### config.mk
export PLATFORM = sky130hd
export DESIGN_NAME = gb_uart_loader
export DESIGN_NICKNAME = d
export VERILOG_FILES = /design/src/rtl/gb_uart_loader.sv
export SDC_FILE = /design/constraint.sdc
export NUM_CORES = 1
export LEC_CHECK = 0
export CORE_ASPECT_RATIO = 0.7
export CORE_MARGIN = 5
export CORE_UTILIZATION = 58
export DETAILED_ROUTE_END_ITERATION = 8
export GPL_TIMING_DRIVEN = 1
export PLACE_DENSITY = 0.77
export SYNTH_ARGS = -nofsm -noshare
export SYNTH_HDL_FRONTEND = slang
export SYNTH_SLANG_ARGS = --single-unit
export TNS_END_PERCENT = 50
### constraint.sdc
create_clock -name clock -period 3.6 [get_ports clock]
set_input_delay 0.72 -clock clock [delete_from_list [all_inputs] [get_ports clock]]
set_output_delay 0.72 -clock clock [all_outputs]
set_load 0.1 [all_outputs]
### src/rtl/gb_uart_loader.sv
// UART-fed image loader: receives 8N1 bytes, parses A5-framed START/WRITE/END packets
// and streams payload bytes into the Game Boy memory controller write port.
module gb_uart_loader #(
    parameter int CLKS_PER_BIT = 217,
    parameter int TIMEOUT_CLKS = 2500000
) (
    input  logic        clock,
    input  logic        rst,
    input  logic        uart_rx,
    output logic [27:0] uart_addr,
    output logic [7:0]  uart_data_in,
    output logic        uart_we,
    output logic        uart_load,
    output logic        busy,
    output logic        pkt_done,
    output logic        csum_err,
    output logic        frame_err
);

    localparam int CW = $clog2(CLKS_PER_BIT);
    localparam int TW = $clog2(TIMEOUT_CLKS);
    localparam logic [CW-1:0] HALF_M1 = CW'(CLKS_PER_BIT / 2 - 1);
    localparam logic [CW-1:0] FULL_M1 = CW'(CLKS_PER_BIT - 1);
    localparam logic [TW-1:0] TMO_M1  = TW'(TIMEOUT_CLKS - 1);

    localparam logic [7:0] SYNC_BYTE = 8'hA5;
    localparam logic [7:0] CMD_START = 8'h10;
    localparam logic [7:0] CMD_WRITE = 8'h11;
    localparam logic [7:0] CMD_END   = 8'h12;

    typedef enum logic [1:0] {R_IDLE, R_START, R_DATA, R_STOP} rx_state_t;
    typedef enum logic [2:0] {P_SYNC, P_CMD, P_ADDR, P_LEN, P_DATA, P_CSUM} p_state_t;

    // ------------------------------------------------------------------ RX
    logic            sync1_q, sync2_q;
    rx_state_t       rx_state_q, rx_state_d;
    logic [CW-1:0]   cnt_q, cnt_d;
    logic [2:0]      bit_idx_q, bit_idx_d;
    logic [7:0]      shift_q, shift_d;
    logic [7:0]      rx_data_q, rx_data_d;
    logic            rx_valid_q, rx_valid_d;
    logic            rx_ferr_q, rx_ferr_d;

    // NOTE: every signal written here gets a default first, so no path leaves it unassigned (no latch).
    always_comb begin
        rx_state_d = rx_state_q;
        cnt_d      = cnt_q;
        bit_idx_d  = bit_idx_q;
        shift_d    = shift_q;
        rx_data_d  = rx_data_q;
        rx_valid_d = 1'b0;
        rx_ferr_d  = 1'b0;
        case (rx_state_q)
            R_IDLE: begin
                if (!sync2_q) begin
                    rx_state_d = R_START;
                    cnt_d      = '0;
                end
            end
            R_START: begin
                if (cnt_q == HALF_M1) begin
                    cnt_d      = '0;
                    bit_idx_d  = '0;
                    rx_state_d = sync2_q ? R_IDLE : R_DATA;
                end else begin
                    cnt_d = cnt_q + 1'b1;
                end
            end
            R_DATA: begin
                if (cnt_q == FULL_M1) begin
                    cnt_d   = '0;
                    shift_d = {sync2_q, shift_q[7:1]};
                    if (bit_idx_q == 3'd7) begin
                        rx_state_d = R_STOP;
                    end else begin
                        bit_idx_d = bit_idx_q + 3'd1;
                    end
                end else begin
                    cnt_d = cnt_q + 1'b1;
                end
            end
            R_STOP: begin
                if (cnt_q == FULL_M1) begin
                    cnt_d      = '0;
                    rx_state_d = R_IDLE;
                    if (sync2_q) begin
                        rx_valid_d = 1'b1;
                        rx_data_d  = shift_q;
                    end else begin
                        rx_ferr_d = 1'b1;
                    end
                end else begin
                    cnt_d = cnt_q + 1'b1;
                end
            end
            default: rx_state_d = R_IDLE;
        endcase
    end

    // NOTE: state uses non-blocking assignments so every flop samples pre-edge values.
    always_ff @(posedge clock or negedge rst) begin
        if (!rst) begin
            // NOTE: synchroniser resets to the idle line level so reset release cannot fake a start bit.
            sync1_q    <= 1'b1;
            sync2_q    <= 1'b1;
            rx_state_q <= R_IDLE;
            cnt_q      <= '0;
            bit_idx_q  <= '0;
            shift_q    <= '0;
            rx_data_q  <= '0;
            rx_valid_q <= 1'b0;
            rx_ferr_q  <= 1'b0;
        end else begin
            sync1_q    <= uart_rx;
            sync2_q    <= sync1_q;
            rx_state_q <= rx_state_d;
            cnt_q      <= cnt_d;
            bit_idx_q  <= bit_idx_d;
            shift_q    <= shift_d;
            rx_data_q  <= rx_data_d;
            rx_valid_q <= rx_valid_d;
            rx_ferr_q  <= rx_ferr_d;
        end
    end

    // -------------------------------------------------------------- parser
    p_state_t      p_state_q, p_state_d;
    logic [7:0]    cmd_q, cmd_d;
    logic [2:0]    idx_q, idx_d;
    logic [27:0]   ptr_q, ptr_d;
    logic [15:0]   len_q, len_d;
    logic [7:0]    csum_q, csum_d;
    logic [TW-1:0] tmo_q, tmo_d;
    logic [27:0]   uart_addr_q, uart_addr_d;
    logic [7:0]    uart_data_q, uart_data_d;
    logic          we_pend_q, we_pend_d;
    logic          uart_we_q, uart_we_d;
    logic          uart_load_q, uart_load_d;
    logic          end_pend_q, end_pend_d;
    logic          busy_q, busy_d;
    logic          pkt_done_q, pkt_done_d;
    logic          csum_err_q, csum_err_d;
    logic          frame_err_q, frame_err_d;

    always_comb begin
        p_state_d   = p_state_q;
        cmd_d       = cmd_q;
        idx_d       = idx_q;
        ptr_d       = ptr_q;
        len_d       = len_q;
        csum_d      = csum_q;
        tmo_d       = tmo_q;
        uart_addr_d = uart_addr_q;
        uart_data_d = uart_data_q;
        we_pend_d   = 1'b0;
        uart_we_d   = we_pend_q & uart_load_q;
        uart_load_d = uart_load_q;
        end_pend_d  = 1'b0;
        pkt_done_d  = 1'b0;
        csum_err_d  = csum_err_q;
        frame_err_d = frame_err_q;

        if (end_pend_q) begin
            uart_load_d = 1'b0;
        end

        // Idle watchdog: only runs mid-packet, restarted by every received byte.
        if (p_state_q == P_SYNC || rx_valid_q) begin
            tmo_d = '0;
        end else if (tmo_q == TMO_M1) begin
            tmo_d     = '0;
            p_state_d = P_SYNC;
        end else begin
            tmo_d = tmo_q + 1'b1;
        end

        if (rx_ferr_q) begin
            frame_err_d = 1'b1;
            p_state_d   = P_SYNC;
        end else if (rx_valid_q) begin
            if (p_state_q != P_SYNC && p_state_q != P_CSUM) begin
                csum_d = csum_q + rx_data_q;
            end
            case (p_state_q)
                P_SYNC: begin
                    if (rx_data_q == SYNC_BYTE) begin
                        p_state_d = P_CMD;
                        csum_d    = '0;
                    end
                end
                P_CMD: begin
                    cmd_d = rx_data_q;
                    idx_d = '0;
                    case (rx_data_q)
                        CMD_START, CMD_END: p_state_d = P_CSUM;
                        CMD_WRITE:          p_state_d = P_ADDR;
                        default:            p_state_d = P_SYNC;
                    endcase
                end
                P_ADDR: begin
                    case (idx_q)
                        3'd0:    ptr_d[27:24] = rx_data_q[3:0];
                        3'd1:    ptr_d[23:16] = rx_data_q;
                        3'd2:    ptr_d[15:8]  = rx_data_q;
                        default: ptr_d[7:0]   = rx_data_q;
                    endcase
                    if (idx_q == 3'd3) begin
                        idx_d     = '0;
                        p_state_d = P_LEN;
                    end else begin
                        idx_d = idx_q + 3'd1;
                    end
                end
                P_LEN: begin
                    if (idx_q == 3'd0) begin
                        len_d[15:8] = rx_data_q;
                        idx_d       = 3'd1;
                    end else begin
                        len_d[7:0] = rx_data_q;
                        p_state_d  = ({len_q[15:8], rx_data_q} == 16'd0) ? P_CSUM : P_DATA;
                    end
                end
                P_DATA: begin
                    uart_data_d = rx_data_q;
                    uart_addr_d = ptr_q;
                    we_pend_d   = uart_load_q;
                    ptr_d       = ptr_q + 28'd1;
                    len_d       = len_q - 16'd1;
                    if (len_q == 16'd1) begin
                        p_state_d = P_CSUM;
                    end
                end
                P_CSUM: begin
                    p_state_d = P_SYNC;
                    if (rx_data_q == csum_q) begin
                        pkt_done_d = 1'b1;
                        if (cmd_q == CMD_START) begin
                            uart_load_d = 1'b1;
                            csum_err_d  = 1'b0;
                            frame_err_d = 1'b0;
                        end else if (cmd_q == CMD_END) begin
                            end_pend_d = 1'b1;
                        end
                    end else begin
                        csum_err_d = 1'b1;
                    end
                end
                default: p_state_d = P_SYNC;
            endcase
        end

        busy_d = (p_state_d != P_SYNC);
    end

    always_ff @(posedge clock or negedge rst) begin
        if (!rst) begin
            p_state_q   <= P_SYNC;
            cmd_q       <= '0;
            idx_q       <= '0;
            ptr_q       <= '0;
            len_q       <= '0;
            csum_q      <= '0;
            tmo_q       <= '0;
            uart_addr_q <= '0;
            uart_data_q <= '0;
            we_pend_q   <= 1'b0;
            uart_we_q   <= 1'b0;
            uart_load_q <= 1'b0;
            end_pend_q  <= 1'b0;
            busy_q      <= 1'b0;
            pkt_done_q  <= 1'b0;
            csum_err_q  <= 1'b0;
            frame_err_q <= 1'b0;
        end else begin
            p_state_q   <= p_state_d;
            cmd_q       <= cmd_d;
            idx_q       <= idx_d;
            ptr_q       <= ptr_d;
            len_q       <= len_d;
            csum_q      <= csum_d;
            tmo_q       <= tmo_d;
            uart_addr_q <= uart_addr_d;
            uart_data_q <= uart_data_d;
            we_pend_q   <= we_pend_d;
            uart_we_q   <= uart_we_d;
            uart_load_q <= uart_load_d;
            end_pend_q  <= end_pend_d;
            busy_q      <= busy_d;
            pkt_done_q  <= pkt_done_d;
            csum_err_q  <= csum_err_d;
            frame_err_q <= frame_err_d;
        end
    end

    assign uart_addr    = uart_addr_q;
    assign uart_data_in = uart_data_q;
    assign uart_we      = uart_we_q;
    assign uart_load    = uart_load_q;
    assign busy         = busy_q;
    assign pkt_done     = pkt_done_q;
    assign csum_err     = csum_err_q;
    assign frame_err    = frame_err_q;

endmodule

==> metrics.md, run 1 <==
| Metric | Value |
|---|---|
| Synth Area in XOR/XNOR | `2.65%` |
| RePlAce Congestion | `0.908` |
| Maxcap violations | `0` |
| Worst reg2reg setup slack | `900 ps` |
| Top cells by area, synth | `dfrtp_1, mux2_2, nand2_1, a21oi_1, nor2_1` |
| Worst skew pair latency | `440 ps` |
| Drt pass-1 iters | `6` |
| YS warnings | `0` |
| DRT Wirelength | `19600 µm` |
| DIE HEIGHT | `110 µm` |
| Mux cell area share after synthesis | `6.80%` |
| Pin count of the biggest net entering global routing | `83` |
| Simple-Gate Fraction of Synth Area | `18.9%` |
| Fill count | `1092` |
| Worst rel slew slack | `32.9%` |
| Busiest layer in global routing | `met2` |
| Syn Inst Count | `845` |
| Max-slew violations | `0` |
| Largest family of logic cells by synthesized area | `simple AND/OR/NAND/NOR gates` |
| Final ANT Viol Nets | `0` |
| Die span in x | `153 µm` |
| CTS tree | `done` |
| Met1 Usage GRT | `35.2%` |
| Initial antenna violation count | `0` |
| Wire per inst | `18.1 µm` |
| Power Total | `3810 µW` |
| # DRC | `0` |
| Starting Density | `59.3%` |
| Worst Tran Pin Value | `1000 ps` |
| Worst setup margin | `832 ps` |
| 1st-iter DRT viols | `590` |
| Gr usage total | `24.4%` |
| Crit Reg-Reg Startpoint | `p_state_q[1]` |
| Reg-to-Reg End | `uart_addr[22]` |
| Pleak | `0.00431 µW` |
| Worst Skew | `11.1 ps` |
| Type of destination of the critical path | `primary output` |
| Avg Inst Size Synth | `9.77 µm²` |
| IO Count | `45` |
| Share of the yosys chip area belonging to registers | `50.0%` |
| Die area | `16800 µm²` |
| Antenna Diode Count | `0` |
| R2R cell count | `6` |
| CP Max Fanout | `4` |
| Synth top cells by count | `dfrtp_1, nand2_1, nor2_1` |
| Period utilization | `76.9%` |
| Power Density | `403 nW/µm²` |
| Maximum clock path buffer count | `2` |
| Register area | `4130 µm²` |
| Setup Buffers After CTS | `0` |
| Most common cell in the netlist | `dfrtp_1` |
| Met3 Use GR | `6.25%` |
| Crit path max-delay family | `buffers and inverters` |
| Post-synth EDFFs | `0` |
| First-pass GRT wire length | `32800 µm` |
| Final setup viols | `0` |
| CP Launch Type | `flip-flop` |
| Worst Hold Slack | `328 ps` |
| Core ar. | `13900 µm²` |
| Mapped cell area | `8260 µm²` |
| #FFs+latches synth | `165` |
| Cell variety after synth | `64` |
| Share of layout cells above drive strength 1 | `11.4%` |
| Area share of fa/ha/maj cells after synthesis | `3.12%` |
| Post-CTS sizing | `0` |
| Ys async rst share | `100%` |
| Critical path data arrival time | `2050 ps` |
| Post-route minimum period | `2770 ps` |
| Worst Path Required | `2880 ps` |
| Dpl ws | `969 ps` |
| Status | `finished clean` |
| Clock sinks | `165` |
| Worst VDD drop | `332 µV` |
| Clk slew on worst S/H paths | `70 ps` |
| Num CTS Buffers | `17` |
| Synth top area share | `49.4%` |
| Area of the multi-input gates | `3870 µm²` |
| Met2 Use GR | `36.6%` |
| Vias | `6639` |
| Placed cell areas | `8840 µm²` |
| Final nets | `902` |
| Crit path buf inv count | `1` |
| CTS H-tree lvls | `4` |
| Design area | `9470 µm²` |
| Grt ovf | `0` |
| CP peak stage delay | `1170 ps` |
| Root Driver | `clkbuf_16` |
| Final Hold Fails | `0` |
| P&R area growth vs syn | `14.7%` |
| Vias in the first global route | `6453` |
| HPWL after DPL | `13300 µm` |
| Row count | `36` |
| Post-DR vias/cell | `6.14` |
| Port bufs | `44` |
| Most used flip-flop cell after synthesis | `dfrtp_1` |
| RSZ-0062 raised after global routing | `no` |
| Cells along the critical path | `clkdlybuf4s50_1` |
| Hold Path Class | `in2async` |
| Maximum clock rate | `0.361 GHz` |
| CP max stage cell | `clkdlybuf4s50_1` |
| CTS Hold Bufs | `0` |
| Compound-Gate Fraction of Synth Area | `15.4%` |
| Path type of the worst setup path | `reg2out` |
| Mapped Nets | `868` |
| Synth area leader | `dfrtp_1` |
| Setup TNS | `0 ps` |
==> state kept, by name, indices dropped and copies added, names as in the netlist, 16 cells and up, named ones only <==
register,count
ptr_q,28
uart_addr,28
tmo_q,22
len_q,16
==> metrics by stage <==
step	std cells	util (%)
final	1082	68.0
after global routing	1082	68.0
after CTS	1082	68.0
after detailed placement	1050	63.5
after global placement	1050	63.5
after floorplan	845	-
==> layout by cell type, fill, tap and decap left out, drive strengths merged, types with 3 or more instances in the layout <==
master | synthesis | layout
dfrtp | 163 | 163
nand2 | 91 | 91
nor2 | 84 | 84
a21oi | 65 | 65
o21ai | 52 | 52
mux2 | 49 | 49
clkdlybuf4s50 | 0 | 43
nand3 | 36 | 36
nor3 | 26 | 26
inv | 21 | 24
ha | 19 | 19
clkbuf | 29 | 19
o22a | 18 | 18
xor2 | 17 | 17
nand4 | 14 | 14
and3 | 13 | 13
or3 | 13 | 13
a22o | 12 | 12
nor4 | 10 | 10
a31oi | 10 | 10
buf | 8 | 9
xnor2 | 8 | 8
a21o | 8 | 8
nor2b | 7 | 7
o22ai | 7 | 7
clkinv | 2 | 7
and2 | 5 | 5
and4 | 4 | 4
a41oi | 4 | 4
o31ai | 4 | 4
or4 | 4 | 4
nor4b | 3 | 3
nand2b | 3 | 3
nand3b | 3 | 3
o31a | 3 | 3
o21a | 3 | 3
bufinv | 0 | 3
==> where the power goes <==
part	total [µW]	internal, µW	switching (µW)
registers	1860	1860	0.815
logic	40.4	5.05	35.3
clock network	1920	1140	780
total	3810	3000	816
==> logic make-up after synthesis <==
logic type                 Yosys count
and+or+nand+nor                    323
buffers and inverters               60
muxes                               50
adders and majority gates           20
DFF                                165
xor gates and xnor gates            25
AOI/OAI and AO/OA                  202
==> metal layers <==
metal	share of wire, %	wire [µm]	up-vias
met3	8.3	1620	30
met4	1.5	294	0
met1	46	8960	3261
met5	0	0	-
met2	44	8700	232
li1	-	-	3116
==> how the worst max path moves through the flow <==
stage                       from            end  slack (ps)  depth (start not counted)
floorplan               len_q[6]           busy        1330                          6
global placement    p_state_q[1]  uart_addr[26]        1120                          6
detailed placement  p_state_q[1]  uart_addr[22]         970                          6
CTS                    uart_load      uart_load         820                          1
global route        p_state_q[1]   uart_addr[9]         750                          6
finish                 uart_load      uart_load         830                          1
==> area by class of cell <==
class                           count  share of cell area (%)
Multi-Input combinational cell    620                    40.9
Clock buffer                       19                    4.78
Inverter                           23                   0.912
Clock inverter                     13                    1.81
Timing Repair Buffer               52                    5.43
Tap cell                          190                    2.51
Sequential cell                   165                    43.6
No activity file was read; power rests on OpenSTA's default activity.
==> inputs of run 2 (changes only) <==
--- a/config.mk
+++ b/config.mk
@@ -7,10 +7,10 @@
 export LEC_CHECK = 0
 export CORE_ASPECT_RATIO = 0.7
 export CORE_MARGIN = 5
-export CORE_UTILIZATION = 58
+export CORE_UTILIZATION = 54
 export DETAILED_ROUTE_END_ITERATION = 8
 export GPL_TIMING_DRIVEN = 1
-export PLACE_DENSITY = 0.77
+export PLACE_DENSITY = 0.75
 export SYNTH_ARGS = -nofsm -noshare
 export SYNTH_HDL_FRONTEND = slang
 export SYNTH_SLANG_ARGS = --single-unit
==> constraint.sdc (replaced) <==
create_clock -name clock -period 2.5 [get_ports clock]
set_input_delay 0.5 -clock clock [delete_from_list [all_inputs] [get_ports clock]]
set_output_delay 0.5 -clock clock [all_outputs]
set_load 0.1 [all_outputs]
==> metrics.md, run 2 (synthesis gave the netlist of run 1 again) <==
| Metric | Value |
|---|---|
| Status | `finished clean (unchanged)` |
| Die span in x | `158 µm (was 153 µm)` |
| Maximum clock path buffer count | `2 (unchanged)` |
| Post-DR vias/cell | `5.95 (was 6.14)` |
| Period utilization | `95.9%` |
| Worst Path Required | `2800 ps (was 2880 ps)` |
| Wire per inst | `16.9 µm (was 18.1 µm)` |
| Initial antenna violation count | `0 (unchanged)` |
| Fill count | `1200 (was 1092)` |
| R2R cell count | `6 (unchanged)` |
| Hold path cells | `0` |
| Maxcap violations | `0 (unchanged)` |
| CTS tree | `done (unchanged)` |
| 1st-iter DRT viols | `586 (was 590)` |
| Core ar. | `14900 µm² (was 13900 µm²)` |
| Share of layout cells above drive strength 1 | `19.2% (was 11.4%)` |
| Post-route minimum period | `2400 ps` |
| Die area | `17900 µm² (was 16800 µm²)` |
| Num CTS Buffers | `17 (unchanged)` |
| Root Driver | `clkbuf_16 (unchanged)` |
| Pin count of the biggest net entering global routing | `65 (was 83)` |
| Path type of the worst setup path | `reg2reg (was reg2out)` |
| Pleak | `0.00453 µW (was 0.00431 µW)` |
| Row count | `37 (was 36)` |
| Worst VDD drop | `466 µV (was 332 µV)` |
| Final Hold Fails | `0 (unchanged)` |
| # DRC | `0 (unchanged)` |
| IO Count | `45 (unchanged)` |
| CP Max Fanout | `4 (unchanged)` |
| Antenna Diode Count | `0 (unchanged)` |
| Final setup viols | `0 (unchanged)` |
| CTS H-tree lvls | `4 (unchanged)` |
| Port bufs | `44 (unchanged)` |
| RePlAce Congestion | `0.880 (was 0.908)` |
| Worst Skew | `12.2 ps (was 11.1 ps)` |
| Clock sinks | `165 (unchanged)` |
| Placed cells | `1081 (was 1050)` |
| Power Total | `5350 µW (was 3810 µW)` |
| Hold Path Class | `reg2reg (was in2async)` |
| Area of the multi-input gates | `3900 µm² (was 3870 µm²)` |
| Vias in the first global route | `6155 (was 6453)` |
| CP Launch Type | `flip-flop (unchanged)` |
| First-pass GRT wire length | `31600 µm (was 32800 µm)` |
| Cell Count, Final, Fillers Out | `1115 (was 1082)` |
| DRT Wirelength | `18900 µm (was 19600 µm)` |
| DIE HEIGHT | `113 µm (was 110 µm)` |
| Max-slew violations | `0 (unchanged)` |
| Drt pass-1 iters | `5 (was 6)` |
| Power Density | `558 nW/µm² (was 403 nW/µm²)` |
| Worst Tran Pin Value | `637 ps (was 1000 ps)` |
| Most common cell after layout, fill and taps aside | `dfrtp_1 (unchanged)` |
| Critical path data arrival time | `2690 ps (was 2050 ps)` |
| HPWL after DPL | `13100 µm (was 13300 µm)` |
| RSZ-0062 raised after global routing | `no (unchanged)` |
| Reg-to-Reg End | `busy (was uart_addr[22])` |
| Min-delay src | `sync1_q` |
| Grt ovf | `0 (unchanged)` |
| Final ANT Viol Nets | `0 (unchanged)` |
| Starting Density | `55.6% (was 59.3%)` |
| Endpoint, Worst Hold | `sync2_q` |
| Type of destination of the critical path | `flip-flop (was primary output)` |
| Vias | `6629 (was 6639)` |
| Worst reg2reg setup slack | `100 ps (was 900 ps)` |
| Worst rel slew slack | `57.5% (was 32.9%)` |
| Commonest non-fill, non-tap cells in the layout | `dfrtp_1, nand2_1, nor2_1 (unchanged)` |
| P&R area growth vs syn | `16.1% (was 14.7%)` |
| Register area | `4130 µm² (unchanged)` |
| Maximum clock rate | `0.417 GHz` |
| Clk slew on worst S/H paths | `70 ps (about the same)` |
| Crit Reg-Reg Startpoint | `len_q[6] (was p_state_q[1])` |
| Final nets | `930 (was 902)` |
| Worst skew pair latency | `430 ps (was 440 ps)` |
| Gr usage total | `21.8% (was 24.4%)` |
| Setup TNS | `0 ps (unchanged)` |
==> run 2: timing repair <==
action	CTS	global route
buffers inserted	0	1
gates resized for setup	0	6
hold endpoints to repair	18	0
hold buffers	1	0
endpoints found under the setup margin	0	2
==> run 2: layer usage <==
metal,track usage (%),vias up,share of wire (%)
li1,-,3178,-
met3,5.01,18,6.7
met4,5.62,0,0.98
met5,0,-,0
met1,34.4,3206,50
met2,30.3,227,42
==> run 2: power by group <==
| part | leakage, µW | switching, µW | total [µW] | internal [µW] |
|---|---|---|---|---|
| clock network | 0.000282 | 1200 | 2620 | 1420 |
| logic | 0.00197 | 51.6 | 63.3 | 11.6 |
| registers | 0.00228 | 1.46 | 2670 | 2670 |
| total | 0.00453 | 1250 | 5350 | 4100 |
==> run 2: worst max-delay path: stages (launching register included) <==
cell and delay (ps):
dfrtp_1 410, or4_4 560, or4_4 510, a22o_1 220, a21oi_2 130, a21oi_1 80
or3_1 350
==> run 2: final cells by class <==
cell class / instances / share of cell area (%)
Timing Repair Buffer: 80 / 6.62
Tap cell: 195 / 2.55
Multi-Input combinational cell: 620 / 40.7
Sequential cell: 165 / 43.1
Inverter: 23 / 0.901
Clock inverter: 15 / 1.75
Clock buffer: 17 / 4.44
==> run 2: per-stage QoR <==
step | util (%) | hold slack [ps] | worst slack [ps] | area [µm²]
3_5_place_dp | 60.3 | 356 | 114 | 8950
2_1_floorplan | - | 204 | 228 | 8260
3_3_place_gp | 60.3 | 346 | 148 | 8950
4_1_cts | 64.3 | 360 | 59.3 | 9560
6_report | 64.5 | 361 | 103 | 9590
5_1_grt | 64.5 | 368 | 14.8 | 9590
==> run 2: worst max path at each step <==
stage	start	to	slack, ps	depth (start not counted)
floorplan	len_q[6]	busy	230	6
global placement	len_q[1]	len_q[14]	150	9
detailed placement	len_q[1]	len_q[14]	110	9
CTS	len_q[1]	len_q[14]	60	9
global route	tmo_q[0]	busy	10	9
finish	len_q[6]	busy	100	6
